===== src/rtl/shared_reg_arbiter.sv =====
// Round-robin arbiter sharing one W-bit holding register between N requesters,
// with locked bursts of up to MAX_BURST writes and a force-clear override.
module shared_reg_arbiter #(
    parameter int N         = 4,
    parameter int W         = 8,
    parameter int MAX_BURST = 4
) (
    input  logic             clk,
    input  logic             reset,
    input  logic [N-1:0]     req,
    input  logic [N-1:0]     lock,
    input  logic [N*W-1:0]   wdata,
    input  logic             force_clr,
    output logic [N-1:0]     gnt,
    output logic [W-1:0]     q,
    output logic             q_valid
);

    localparam int IW = (N > 1) ? $clog2(N) : 1;
    localparam int CW = (MAX_BURST > 1) ? $clog2(MAX_BURST) : 1;

    typedef enum logic {IDLE, OWN} state_t;

    state_t          state_q, state_d;
    logic [N-1:0]    gnt_q, gnt_d;
    logic [IW-1:0]   owner_q, owner_d;
    logic [IW-1:0]   ptr_q, ptr_d;
    logic [CW-1:0]   cnt_q, cnt_d;
    logic [W-1:0]    data_q, data_d;
    logic            valid_q, valid_d;

    logic [IW-1:0]   nxtOwner;
    logic [IW-1:0]   winIdle;
    logic [IW-1:0]   winRel;
    logic [W-1:0]    ownerData;
    logic            rel;

    // First set bit of r scanning upward (with wrap) from index p.
    function automatic logic [IW-1:0] pick(input logic [N-1:0] r, input logic [IW-1:0] p);
        logic [IW-1:0] w;
        logic          found;
        int            idx;
        w     = p;
        found = 1'b0;
        for (int i = 0; i < N; i++) begin
            idx = (int'(p) + i) % N;
            if (!found && r[idx]) begin
                w     = idx[IW-1:0];
                found = 1'b1;
            end
        end
        return w;
    endfunction

    assign nxtOwner  = (owner_q == IW'(N - 1)) ? '0 : owner_q + 1'b1;
    assign winIdle   = pick(req, ptr_q);
    assign winRel    = pick(req, nxtOwner);
    assign ownerData = wdata[int'(owner_q)*W +: W];

    always_comb begin
        state_d = state_q;
        gnt_d   = gnt_q;
        owner_d = owner_q;
        ptr_d   = ptr_q;
        cnt_d   = cnt_q;
        data_d  = data_q;
        valid_d = valid_q;
        rel     = 1'b0;

        if (force_clr) begin
            state_d = IDLE;
            gnt_d   = '0;
            owner_d = '0;
            cnt_d   = '0;
            data_d  = '0;
            valid_d = 1'b0;
        end else begin
            case (state_q)
                IDLE: begin
                    gnt_d = '0;
                    if (|req) begin
                        gnt_d[winIdle] = 1'b1;
                        owner_d        = winIdle;
                        cnt_d          = '0;
                        state_d        = OWN;
                    end
                end
                OWN: begin
                    rel = 1'b1;
                    if (req[owner_q]) begin
                        data_d  = ownerData;
                        valid_d = 1'b1;
                        if (lock[owner_q] && ((int'(cnt_q) + 1) < MAX_BURST)) begin
                            cnt_d = cnt_q + 1'b1;
                            rel   = 1'b0;
                        end
                    end
                    // Releasing hands over in the same edge; the old owner is considered last.
                    if (rel) begin
                        ptr_d = nxtOwner;
                        gnt_d = '0;
                        cnt_d = '0;
                        if (|req) begin
                            gnt_d[winRel] = 1'b1;
                            owner_d       = winRel;
                        end else begin
                            state_d = IDLE;
                        end
                    end
                end
                default: state_d = IDLE;
            endcase
        end
    end

    always_ff @(posedge clk) begin
        if (reset) begin
            state_q <= IDLE;
            gnt_q   <= '0;
            owner_q <= '0;
            ptr_q   <= '0;
            cnt_q   <= '0;
            data_q  <= '0;
            valid_q <= 1'b0;
        end else begin
            state_q <= state_d;
            gnt_q   <= gnt_d;
            owner_q <= owner_d;
            ptr_q   <= ptr_d;
            cnt_q   <= cnt_d;
            data_q  <= data_d;
            valid_q <= valid_d;
        end
    end

    assign gnt     = gnt_q;
    assign q       = data_q;
    assign q_valid = valid_q;

endmodule


===== config.mk =====
export PLATFORM = sky130hd
export DESIGN_NAME = shared_reg_arbiter
export DESIGN_NICKNAME = d
export VERILOG_FILES = /design/src/rtl/shared_reg_arbiter.sv
export SDC_FILE = /design/constraint.sdc
export NUM_CORES = 1
export LEC_CHECK = 0
export CAP_MARGIN = 10
export CORE_ASPECT_RATIO = 1.2
export CORE_UTILIZATION = 42
export CTS_CLUSTER_SIZE = 10
export DETAILED_ROUTE_END_ITERATION = 10
export PLACE_DENSITY = 0.79
export SYNTH_ARGS = -nofsm -noshare
export SYNTH_HDL_FRONTEND = slang
export SYNTH_SLANG_ARGS = --single-unit

===== constraint.sdc =====
create_clock -name clk -period 2.45 [get_ports clk]
set_input_delay 0.245 -clock clk [delete_from_list [all_inputs] [get_ports clk]]
set_output_delay 0.245 -clock clk [all_outputs]
set_load 0.02 [all_outputs]

==> summary.txt, run 1 <==
outcome: finished, final reports clean
Setup WS post-layout: 0.2647 ns
clock buffer depth: 2
P&R area growth vs syn: 47.83%
synthesized net count: 189
cts hold-fix bufs: 0
HP Class: flip-flop to flip-flop
clk_lat worst skew: 0.31 ns
CP max stage delay: 0.53 ns
Worst-Margin Slew: 0.4912 ns
row cnt: 22
nets: 244
total CTS buffers: 3
Reg2Reg Setup Slack: 0.26 ns
WP depth: 6
Seq cells post-synth: 20
first-pass GRT wire length: 6.003 mm
fin cells: 234
commonest register cell after synthesis: dfxtp_1
Final HPWL DP: 2.967 mm
worst setup path end: gnt[3]
Overflow after GRT: 0
CTS tree: done
XOR/XNOR share of the synthesized area: 0
clk slew on worst S/H paths: 0.11 ns
1st-pass router iterations: 4
worst relative slew slack: 0.6691
multiplexer area fraction after synthesis: 0.2684
most frequent cells in the layout: clkdlybuf4s50_1, nor2_1, dfxtp_1
die height: 63.62 µm
width of the die: 53.35 µm
fraction of layout cells with a size suffix above 1: 0.1414
DRC violations left: 0
DRT iter0 DRCs: 48
Syn Area/Cell: 9.228 µm²
# IOs: 56
Synth Warn #: 0
CP required: 2.65 ns
Total Wirelength: 3.751 mm
Synth Cell Area: 0.001329 mm²
antenna diode instance count: 0
CP Capture Type: flip-flop
commonest non-fill, non-tap cell in the layout: clkdlybuf4s50_1
post-synthesis sequential area ratio: 0.3013
largest net degree at the start of global routing: 15
Final Setup Violations: 0
CP Cell Sequence: ha_1, or3b_2, o21ai_0, nor3_1, a22oi_1, a21oi_1
Core Region: 0.003028 mm²
post-DR vias/cell: 5.996
Tcrit/Tclk final: 0.8920
CP max FO: 8
RSZ-0062 raised after global routing: false
number of max-cap violations: 0
Setup CP Type: flip-flop to flip-flop
worst r2r path cells: 6
GP Congestion: 0.8418
Critical Path Source Type: flip-flop
port bufs: 55
critical path startpoint: owner_q[0]
fillers: 266
Syn Inst Count: 144
WL/cell: 16.03 µm
Simple-Gate Fraction of Synth Area: 0.1704
Compound-Gate Fraction of Synth Area: 0.1864
CTS Sinks: 20
clk_skew: 0.01145 ns
all-layer global routing usage: 0.2372
Worst R2R Start: owner_q[0]
vias in the first global route: 1,418
die area: 0.003394 mm²
power density over cell area: 439.8 mW/mm²
Post-Synth Adder-Cell Area: 0.01883
number of buffers and inverters on the critical path: 0
Post-synth ARST share: 0
fin crit period: 2.185 ns
placed cell count: 230
Final TNS setup: 0 ns
Initial Utilization: 0.4388
Crit Reg-Reg Endpoint: gnt[3]
pre-CTS setup slack: 0.3085 ns
hold_ws: 0.5034 ns
htree depth: 1
Slew Limit Fails: 0
Peak supply drop: 0.3461 mV
Arrival @ worst endpoint: 2.38 ns
DR vias: 1,403
dominant combinational cell family by area after synthesis: multiplexers
postcts setup bufs: 0
Post-CTS Resized: 0
Static Leak: 0.7562 nW
Root Driver: clkbuf_4
worst-path cell with the longest stage delay: dfxtp_1
initial antenna violation count: 0
number of enable flip-flop cells after synthesis: 0
Max Fclk: 457.6 MHz
Post-DRT Antenna Nets: 0
Final Hold Violating Endpoints: 0
Netlist cell types: 36
crit-path leading delay family: simple AND/OR/NAND/NOR gates
kinds of logic (layout without fill, tap and decap cells):
group / after synthesis / after routing
adders and majority gates: 2 / 2
AOI/OAI and AO/OA: 38 / 38
and+or+nand+nor: 47 / 47
muxes: 23 / 23
buffers and inverters: 14 / 68
DFF: 20 / 20
stage by stage:
stage               area [µm²]    util   power, W
floorplan                 1329       -  0.0004839
global placement          1912  0.6314  0.0005834
detailed placement        1912  0.6314  0.0005920
CTS                       1964  0.6488  0.0008661
global route              1964  0.6488  0.0009072
finish                    1964  0.6488  0.0008639
synth_stat cells, drive strengths merged (3+ instances only):
| cell type | n | share of area |
|---|---|---|
| a21oi | 10 | 0.038 |
| buf | 6 | 0.032 |
| clkbuf | 6 | 0.017 |
| dfxtp | 20 | 0.30 |
| mux2i | 12 | 0.090 |
| mux4 | 10 | 0.17 |
| nand2 | 9 | 0.027 |
| nor2 | 21 | 0.059 |
| nor3 | 5 | 0.019 |
| o21ai | 9 | 0.034 |
| o22a | 3 | 0.020 |
registers in the layout, summed over array words and instances (netlist names):
signal,cells
gnt,4
cnt_q,2
q,8
ptr_q,2
q_valid,1
owner_q,2
state_q,1
power by group:
| group | total [W] | internal, W | switching [W] |
|---|---|---|---|
| clock network | 0.000277 | 0.000165 | 0.000111 |
| registers | 0.000345 | 0.000335 | 0.00000978 |
| logic | 0.000242 | 0.000142 | 0.0000998 |
worst min path at each step:
stage	from	slack, ns	cells past startpoint	end
after floorplan	reset	0.32	1	ptr_q[0]
after global placement	q_valid	0.45	2	q_valid
final	q_valid	0.50	2	q_valid
after global routing	q[1]	0.54	2	q[1]
after CTS	q_valid	0.51	2	q_valid
after detailed placement	q_valid	0.48	2	q_valid
worst min-delay path, stage by stage, from the launching register on:
cell     delay (ns)
dfxtp_1        0.36
a21oi_1        0.05
nor2_1         0.07
routing by layer:
metal  up-vias  track usage  wire (µm)
met5         -            0          0
met4         0      0.08882         87
met3        11      0.05314        382
met2       100       0.4516       1889
met1       647       0.2326       1391
li1        645            -          -
final cells by class:
class                           instances  area, µm²  share of cell area
Tap cell                               36      45.04             0.02293
Clock inverter                          1      30.03             0.01529
Sequential cell                        20      400.4              0.2038
Multi-Input combinational cell        110      855.8              0.4357
Timing Repair Buffer                   62      603.1              0.3070
Inverter                                2      7.507            0.003822
Clock buffer                            3      22.52             0.01146
No activity file was read; power rests on OpenSTA's default activity.
==> inputs of run 2 (changes only) <==
--- a/config.mk
+++ b/config.mk
@@ -14,3 +14,4 @@
 export SYNTH_ARGS = -nofsm -noshare
 export SYNTH_HDL_FRONTEND = slang
 export SYNTH_SLANG_ARGS = --single-unit
+export TNS_END_PERCENT = 20
==> results of run 2 <==
Same layout as run 1: the final DEF is identical, and so are final timing and power.
==> inputs of run 3 (changes only) <==
--- a/config.mk
+++ b/config.mk
@@ -7,9 +7,11 @@
 export LEC_CHECK = 0
 export CAP_MARGIN = 10
 export CORE_ASPECT_RATIO = 1.2
+export CORE_MARGIN = 1
 export CORE_UTILIZATION = 42
 export CTS_CLUSTER_SIZE = 10
 export DETAILED_ROUTE_END_ITERATION = 10
+export GPL_ROUTABILITY_DRIVEN = 0
 export PLACE_DENSITY = 0.79
 export SYNTH_ARGS = -nofsm -noshare
 export SYNTH_HDL_FRONTEND = slang
==> run 3 against run 2 <==
Net effect: register-to-register slack improved by 0.03 ns; via count fell by 5.3%; critical path depth did not move; cell area did not move.
==> summary.txt, run 3 (synthesis gave the netlist of run 1 again) <==
clk slew on worst S/H paths: 0.12 ns
CP max stage delay: 0.54 ns
min-delay src: q_valid
Slew Limit Fails: 0
post-DR vias/cell: 5.675
CTS Sinks: 20
# IOs: 56
Crit Reg-Reg Endpoint: gnt[2]
CP Cell Sequence: ha_1, or3b_2, o21ai_0, o211ai_1, o22a_1, a21oi_1
first-pass GRT wire length: 5.299 mm
1st-pass router iterations: 4
worst relative slew slack: 0.7059
power density over cell area: 435.8 mW/mm²
Final HPWL DP: 2.690 mm
P&R area growth vs syn: 47.83%
number of buffers and inverters on the critical path: 0
htree depth: 1
CP max FO: 8
Hold Path End: q_valid
port bufs: 55
worst r2r path cells: 6
Static Leak: 0.7562 nW
Net Sw Power: 0.0002130 W
commonest non-fill, non-tap cell in the layout: clkdlybuf4s50_1
Combinational Power Share: 0.279
CP Capture Type: flip-flop
initial antenna violation count: 0
nets: 244
Setup CP Type: flip-flop to flip-flop
Final TNS setup: 0 ns
antenna diode instance count: 0
crit-path leading delay family: compound AO/OA/AOI/OAI gates
Reg2Reg Setup Slack: 0.29 ns
worst-path cell with the longest stage delay: dfxtp_1
row cnt: 22
die height: 63.62 µm
vias in the first global route: 1,221
Post-DRT Antenna Nets: 0
RSZ-0062 raised after global routing: false
Arrival @ worst endpoint: 2.40 ns
Tcrit/Tclk final: 0.8800
CP required: 2.69 ns
HP Class: flip-flop to flip-flop
Post-CTS Resized: 0
fillers: 251
clock share of power: 0.318
postcts setup bufs: 0
cell internal pwr: 0.0006431 W
WL/cell: 14.70 µm
Worst R2R Start: owner_q[0]
fin crit period: 2.156 ns
DR vias: 1,328
DRC violations left: 0
total CTS buffers: 3
clock buffer depth: 2
sequential share of power: 0.403
pre-CTS setup slack: 0.3280 ns
Overflow after GRT: 0
fraction of layout cells with a size suffix above 1: 0.1414
most frequent cells in the layout: clkdlybuf4s50_1, nor2_1, dfxtp_1
Core Region: 0.003028 mm²
max reg flops: 8
all-layer global routing usage: 0.2098
cts hold-fix bufs: 0
width of the die: 53.35 µm
Max Fclk: 463.8 MHz
number of max-cap violations: 0
Peak supply drop: 0.2783 mV
Worst-Margin Slew: 0.4365 ns
die area: 0.003394 mm²
Final Hold Violating Endpoints: 0
Total Wirelength: 3.440 mm
Initial Utilization: 0.4388
Root Driver: clkbuf_4
WHS Path Cells: 2
outcome: finished, final reports clean
switch share: 0.2488
Critical Path Source Type: flip-flop
CTS tree: done
Final Setup Violations: 0
largest net degree at the start of global routing: 15
clk_skew: 0.005196 ns
clk_lat worst skew: 0.31 ns
Setup WS post-layout: 0.2939 ns
DRT iter0 DRCs: 35
[run 3: cell counts in the layout (fill, tap and decap cells not counted)]
Identical to the previous run, type by type.
[run 3: power by group through the flow]
stage / sequential (W) / combinational [W] / clock [W]
2_1_floorplan: 0.000355 / 0.000129 / 0
3_3_place_gp: 0.000352 / 0.000231 / 0
3_5_place_dp: 0.000352 / 0.000237 / 0
4_1_cts: 0.000345 / 0.000239 / 0.000282
5_1_grt: 0.000347 / 0.000258 / 0.000293
6_report: 0.000345 / 0.000239 / 0.000273
[run 3: routing by layer]
layer / part of all wire / GRT usage
met2: 0.49 / 0.3875
met4: 0.013 / 0.06908
met5: 0 / 0
met1: 0.40 / 0.2249
met3: 0.099 / 0.04106
[run 3: cell type report]
| class | count | area [µm²] | share of cell area |
|---|---|---|---|
| clock buffer | 3 | 22.52 | 0.01146 |
| clock inverter | 1 | 30.03 | 0.01529 |
| inverter | 2 | 7.507 | 0.003822 |
| multi-input combinational | 110 | 855.8 | 0.4357 |
| sequential | 20 | 400.4 | 0.2038 |
| tap | 36 | 45.04 | 0.02293 |
| timing repair buffer | 62 | 603.1 | 0.3070 |
[run 3: through the flow]
stage                power, W  instance area (µm²)  instances  utilization  hold WS (ns)
floorplan           0.0004839                 1329        144            -        0.3174
global placement    0.0005830                 1912        230       0.6314        0.4558
detailed placement  0.0005896                 1912        230       0.6314        0.4541
CTS                 0.0008657                 1964        234       0.6488        0.4853
global route        0.0008971                 1964        234       0.6488        0.5150
finish              0.0008560                 1964        234       0.6488        0.4820
[run 3: tightest hold or removal path: stages (launching register included)]
cell and delay [ns]:
dfxtp_1 0.35, a21oi_1 0.04, nor2_1 0.07
[run 3: how the worst max path moves through the flow]
stage	startpoint	end	slack, ns	depth (start not counted)
6_report	owner_q[0]	gnt[2]	0.29	6
4_1_cts	owner_q[0]	gnt[2]	0.28	6
3_3_place_gp	req[3]	cnt_q[0]	0.37	6
5_1_grt	owner_q[0]	gnt[2]	0.15	6
3_5_place_dp	req[3]	cnt_q[0]	0.33	6
2_1_floorplan	owner_q[0]	gnt[0]	0.71	6
